--- src/rtl/seg_scroll_scanner.sv ---
// Multiplexed active-low 7-segment driver for the answering-machine front panel.
// Scans DIGITS positions and animates a loaded glyph buffer (static/reveal/blink/marquee).
module seg_scroll_scanner #(
  parameter int DIGITS   = 8,
  parameter int SCAN_DIV = 50000,
  parameter int STEP_DIV = 50000000
) (
  input  logic                  clk,
  input  logic                  rst,
  input  logic                  load,
  input  logic [4*DIGITS-1:0]   text_in,
  input  logic [1:0]            mode_in,
  output logic [7:0]            seg_out,
  output logic [DIGITS-1:0]     seg_en,
  output logic                  done
);

  localparam logic [1:0] MODE_STATIC  = 2'd0;
  localparam logic [1:0] MODE_REVEAL  = 2'd1;
  localparam logic [1:0] MODE_BLINK   = 2'd2;
  localparam logic [1:0] MODE_MARQUEE = 2'd3;

  localparam int IW = $clog2(DIGITS);
  localparam int SW = $clog2(DIGITS + 1);
  localparam int CW = $clog2(SCAN_DIV);
  localparam int TW = $clog2(STEP_DIV);

  localparam logic [CW-1:0]     SCAN_LAST = CW'(SCAN_DIV - 1);
  localparam logic [TW-1:0]     STEP_LAST = TW'(STEP_DIV - 1);
  localparam logic [IW-1:0]     IDX_LAST  = IW'(DIGITS - 1);
  localparam logic [SW-1:0]     S_FULL    = SW'(DIGITS);
  localparam logic [SW-1:0]     S_WRAP    = SW'(DIGITS - 1);
  localparam logic [DIGITS-1:0] EN_ONE    = DIGITS'(1);

  logic [4*DIGITS-1:0] text_q, text_d;
  logic [1:0]          mode_q, mode_d;
  logic [CW-1:0]       scan_cnt_q, scan_cnt_d;
  logic [IW-1:0]       idx_q, idx_d;
  logic [TW-1:0]       step_cnt_q, step_cnt_d;
  logic [SW-1:0]       s_q, s_d;
  logic                phase_q, phase_d;
  logic [7:0]          seg_out_q, seg_out_d;
  logic [DIGITS-1:0]   seg_en_q, seg_en_d;
  logic                done_q, done_d;

  logic                scan_wrap;
  logic                step_tick;
  logic                visible;
  logic [3:0]          glyph;

  function automatic logic [7:0] font(input logic [3:0] code);
    logic [7:0] f;
    case (code)
      4'h0: f = 8'hC0;
      4'h1: f = 8'hF9;
      4'h2: f = 8'hA4;
      4'h3: f = 8'hB0;
      4'h4: f = 8'h99;
      4'h5: f = 8'h92;
      4'h6: f = 8'h82;
      4'h7: f = 8'hF8;
      4'h8: f = 8'h80;
      4'h9: f = 8'h90;
      4'hA: f = 8'h8C;
      4'hB: f = 8'hC7;
      4'hC: f = 8'h92;
      4'hD: f = 8'hC6;
      4'hE: f = 8'hF1;
      default: f = 8'hFF;
    endcase
    return f;
  endfunction

  // Timing and animation state; load restarts the animation but never the scan.
  always_comb begin
    // NOTE: every variable gets a default before any branch so no latch is inferred.
    scan_wrap  = (scan_cnt_q == SCAN_LAST);
    step_tick  = (step_cnt_q == STEP_LAST);
    scan_cnt_d = scan_wrap ? '0 : scan_cnt_q + 1'b1;
    idx_d      = idx_q;
    if (scan_wrap) begin
      idx_d = (idx_q == IDX_LAST) ? '0 : idx_q + 1'b1;
    end

    text_d     = text_q;
    mode_d     = mode_q;
    step_cnt_d = step_tick ? '0 : step_cnt_q + 1'b1;
    s_d        = s_q;
    phase_d    = phase_q;
    done_d     = done_q | ((mode_q == MODE_REVEAL) && (s_q == S_FULL));

    if (load) begin
      text_d     = text_in;
      mode_d     = mode_in;
      step_cnt_d = '0;
      s_d        = '0;
      phase_d    = 1'b0;
      done_d     = (mode_in == MODE_STATIC);
    end else if (step_tick) begin
      phase_d = ~phase_q;
      if (mode_q == MODE_REVEAL && s_q != S_FULL) begin
        s_d = s_q + 1'b1;
      end else if (mode_q == MODE_MARQUEE) begin
        s_d = (s_q == S_WRAP) ? '0 : s_q + 1'b1;
      end
    end
  end

  // Glyph for the currently scanned position; text[0] is the leftmost character.
  always_comb begin
    int p;
    int s_int;
    int pos;
    p       = int'(idx_q);
    s_int   = int'(s_q);
    pos     = DIGITS - 1 - p;
    visible = 1'b1;
    case (mode_q)
      MODE_REVEAL: begin
        if (s_int > p) pos = s_int - 1 - p;
        else           visible = 1'b0;
      end
      MODE_BLINK:   visible = ~phase_q;
      MODE_MARQUEE: begin
        pos = s_int + DIGITS - 1 - p;
        if (pos >= DIGITS) pos = pos - DIGITS;
      end
      default: ;
    endcase

    glyph = 4'hF;
    for (int i = 0; i < DIGITS; i++) begin
      if (i == pos) glyph = text_q[4*i +: 4];
    end

    seg_out_d = visible ? font(glyph) : 8'hFF;
    seg_en_d  = visible ? ~(EN_ONE << idx_q) : '1;
  end

  // The glyph buffer is a handful of flops, so it resets with everything else.
  always_ff @(posedge clk or posedge rst) begin
    if (rst) begin
      text_q     <= '1;
      mode_q     <= MODE_STATIC;
      scan_cnt_q <= '0;
      idx_q      <= '0;
      step_cnt_q <= '0;
      s_q        <= '0;
      phase_q    <= 1'b0;
      seg_out_q  <= 8'hFF;
      seg_en_q   <= '1;
      done_q     <= 1'b0;
    end else begin
      // NOTE: non-blocking assignments so every flop samples pre-edge values.
      text_q     <= text_d;
      mode_q     <= mode_d;
      scan_cnt_q <= scan_cnt_d;
      idx_q      <= idx_d;
      step_cnt_q <= step_cnt_d;
      s_q        <= s_d;
      phase_q    <= phase_d;
      seg_out_q  <= seg_out_d;
      seg_en_q   <= seg_en_d;
      done_q     <= done_d;
    end
  end

  assign seg_out = seg_out_q;
  assign seg_en  = seg_en_q;
  assign done    = done_q;

endmodule
--- config.mk ---
export PLATFORM = sky130hd
export DESIGN_NAME = seg_scroll_scanner
export DESIGN_NICKNAME = d
export VERILOG_FILES = /design/src/rtl/seg_scroll_scanner.sv
export SDC_FILE = /design/constraint.sdc
export NUM_CORES = 1
export LEC_CHECK = 0
export ABC_AREA = 1
export CORE_MARGIN = 2
export CORE_UTILIZATION = 40
export CTS_BUF_LIST = sky130_fd_sc_hd__clkbuf_8 sky130_fd_sc_hd__clkbuf_16
export DETAILED_ROUTE_END_ITERATION = 16
export MAX_ROUTING_LAYER = met4
export PLACE_DENSITY = 0.59
export SLEW_MARGIN = 20
export SYNTH_ARGS = -nofsm -noshare
export SYNTH_HDL_FRONTEND = slang
export SYNTH_SLANG_ARGS = --single-unit
--- constraint.sdc ---
create_clock -name clk -period 4.75 [get_ports clk]
set_clock_uncertainty 0.2 [all_clocks]
set_input_delay 0.7125 -clock clk [delete_from_list [all_inputs] [get_ports clk]]
set_output_delay 0.7125 -clock clk [all_outputs]
set_load 0.01 [all_outputs]
==> results.cfg <==
[place]
place.gp.congestion = 0.848
hpwl_um = 9240
port_buffers = 52

[synth]
synth-warning-count = 0
synth_edf_count = 0
synthTopCellsByArea = dfrtp_1 23%, dfstp_2 21%, nand2_1 12%
synthArstFlopShare_pct = 100
yosysSeqAreaShare_pct = 44.3
synth_top_area_cell = dfrtp_1
synth_seq_cells = 100
syn_avg_cell_area_um2 = 7.70
syn_inst = 751
yosysUniqueCellTypes = 42
netlist.area_leader.share_pct = 22.9
syn_nets = 817
synthesis.area_um2 = 5780
ys.flop_type = dfrtp_1

[global_routing]
grt_pass1_wl_um = 22300
grt-ovfl-total = 0
grt_pass1_vias = 4882
gr-usage-met2_pct = 28.9
top_usage_layer = met2
track_usage_pct = 17.8
grt_util_met1_pct = 21.8
grt_use_met3_pct = 3.14
antenna_found_initial = 0
grt_start_max_net_pins = 79

[timing]
setup_viol = 0
tightest_slew_ns = 0.950
fin_setup_tns_ns = 0
rsz0062_at_grt = no
fmax_ghz = 0.230
slew_violations = 0
slew-limit-headroom_pct = 36.7
fin_crit_sh_pct = 91.5
finalCriticalPeriod_ns = 4.35
hold_viol = 0

[setup_path]
endpoint_kind = flop
reg2reg_slack_ns = 0.40
crit_required_ns = 4.81
crit_type = flop to flop
path_max_fanout = 11
crit_slowest_cell = dfrtp_1
startpoint_type = flop
critPathMaxStageDelay_ns = 0.43
cp.arrival_ns = 4.41
cpMostUsedCell = nand3_1

[clocking]
worst_skew_pair.late_latency_ns = 0.36
h-tree-depth = 3
clkTransAtPathRegs_ns = 0.07
cts-root-buf = clkbuf_16
tritoncts = yes
cts_made_buffers = 9
cts.sinks = 100
clock_path_buffers = 2

[routing]
postRouteAntennaNets = 0
routed_wl_um = 12800
via_per_inst = 4.87
first_iter_violations = 396
vias = 4833
first_pass_iters = 5
wl_per_cell_um = 12.9
drc = 0

[layout]
syn2layout_area_growth_pct = 18.5
final_cell_mix = 184 x nand2_1, 116 x inv_1, 87 x nor2_1, 56 x nand3_1, 53 x dfrtp_1
nets = 873
drive_above_1_share_pct = 13.9
antenna_cells = 0
final_common_cell = nand2_1

[floorplan]
rows = 43
dieHeight_um = 124
coreArea_um2 = 14000
start_util_pct = 41.3
die-width_um = 124
io_pins = 54
die_area_um2 = 15400

[worst_hold_path]
hold_class = flop to flop

[power_and_ir_drop]
ir_drop_mv = 0.202
p_total_mw = 2.88
power_density_nw_per_um2 = 421
leakage_nw = 3.20

[job]
timing.max_cap.violations = 0

[outcome]
status = completed
## per-stage QoR
step                instances  cell area [µm²]  worst slack, ns  hold WS (ns)  utilization, %
CTS                       988             6810           0.0979         0.265            48.7
detailed placement        972             6470            0.154         0.256            46.3
floorplan                 751             5780            0.850         0.232               -
global route              992             6850           0.0206         0.283            49.0
finish                    992             6850            0.402         0.263            49.0
global placement          972             6470            0.397         0.249            46.3
## cell families (layout without fill, tap and decap cells)
group	after synthesis	after routing	synth area share [%]
other cells	1	1	0.0649
buf+inv	137	198	9.22
fa+ha+maj	29	29	6.41
flops	100	100	44.3
xor+xnor	13	13	1.97
simple gates	388	388	29.8
compound gates	83	83	8.21
## path summary, 6_finish.rpt
check	start	depth (start not counted)	end
setup / recovery	s_q[1]$_DFFE_PP0P_	26	seg_out[3]$_DFF_PP1_
hold / removal	step_cnt_q[0]$_DFF_PP0_	1	step_cnt_q[0]$_DFF_PP0_
setup reg to reg	s_q[1]$_DFFE_PP0P_	26	seg_out[3]$_DFF_PP1_
hold reg to reg	step_cnt_q[0]$_DFF_PP0_	1	step_cnt_q[0]$_DFF_PP0_
max in group asynchronous	rst	3	text_q[16]$_DFFE_PP1P_
min in group asynchronous	rst	2	step_cnt_q[4]$_DFF_PP0_
## layout make-up
cell class                      instances  area [µm²]
Sequential cell                       100        2560
Inverter                              124         468
Clock buffer                           11         264
Timing Repair Buffer                   58         561
Clock inverter                          5        78.8
Multi-Input combinational cell        514        2690
Fill cell                            1345        7140
Tap cell                              180         225
## state kept, by name, indices dropped and copies added (netlist names)
| register | count |
|---|---|
| done | 1 |
| idx_q | 3 |
| mode_q | 2 |
| phase_q | 1 |
| s_q | 4 |
| scan_cnt_q | 16 |
| seg_en | 8 |
| seg_out | 7 |
| step_cnt_q | 26 |
| text_q | 32 |
## worst max-delay path, delay by kind of cell, from the launching register on
family                   cells  cell delay, ns
AND/OR/NAND/NOR             13            1.38
adder cells (fa/ha/maj)      4            1.13
buffers and inverters        5            0.50
AO/OA/AOI/OAI                3            0.45
flip-flops                   1            0.43
XOR/XNOR                     1            0.15
## power by group
part	leakage, nW	internal (mW)	switching (mW)
logic	1.82	0.397	0.652
registers	1.21	0.961	0.0307
clock network	0.173	0.508	0.331
## Yosys cell counts, types with 3 or more instances
master / count
nor4_1: 5
a21oi_1: 23
nor2_2: 6
xnor2_1: 4
nor2_1: 87
nand2_1: 184
nand3_1: 56
xor2_1: 9
inv_2: 5
a21oi_2: 3
nand4_1: 7
inv_1: 118
o21ai_0: 43
ha_1: 28
clkbuf_1: 10
nand3_2: 3
nand2_2: 12
nor3_1: 18
dfrtp_1: 53
dfstp_2: 47
## what timing repair did
item,4_1_cts,5_1_grt
hold buffers,0,0
setup buffers,0,4
endpoints found under the setup margin,0,7
resized for setup,0,4
## layer usage
metal / vias up / wire (µm)
met5: - / 0
met4: 0 / 306
met3: 21 / 528
met2: 97 / 6310
met1: 2249 / 5630
li1: 2466 / -
No activity file was read; power rests on OpenSTA's default activity.
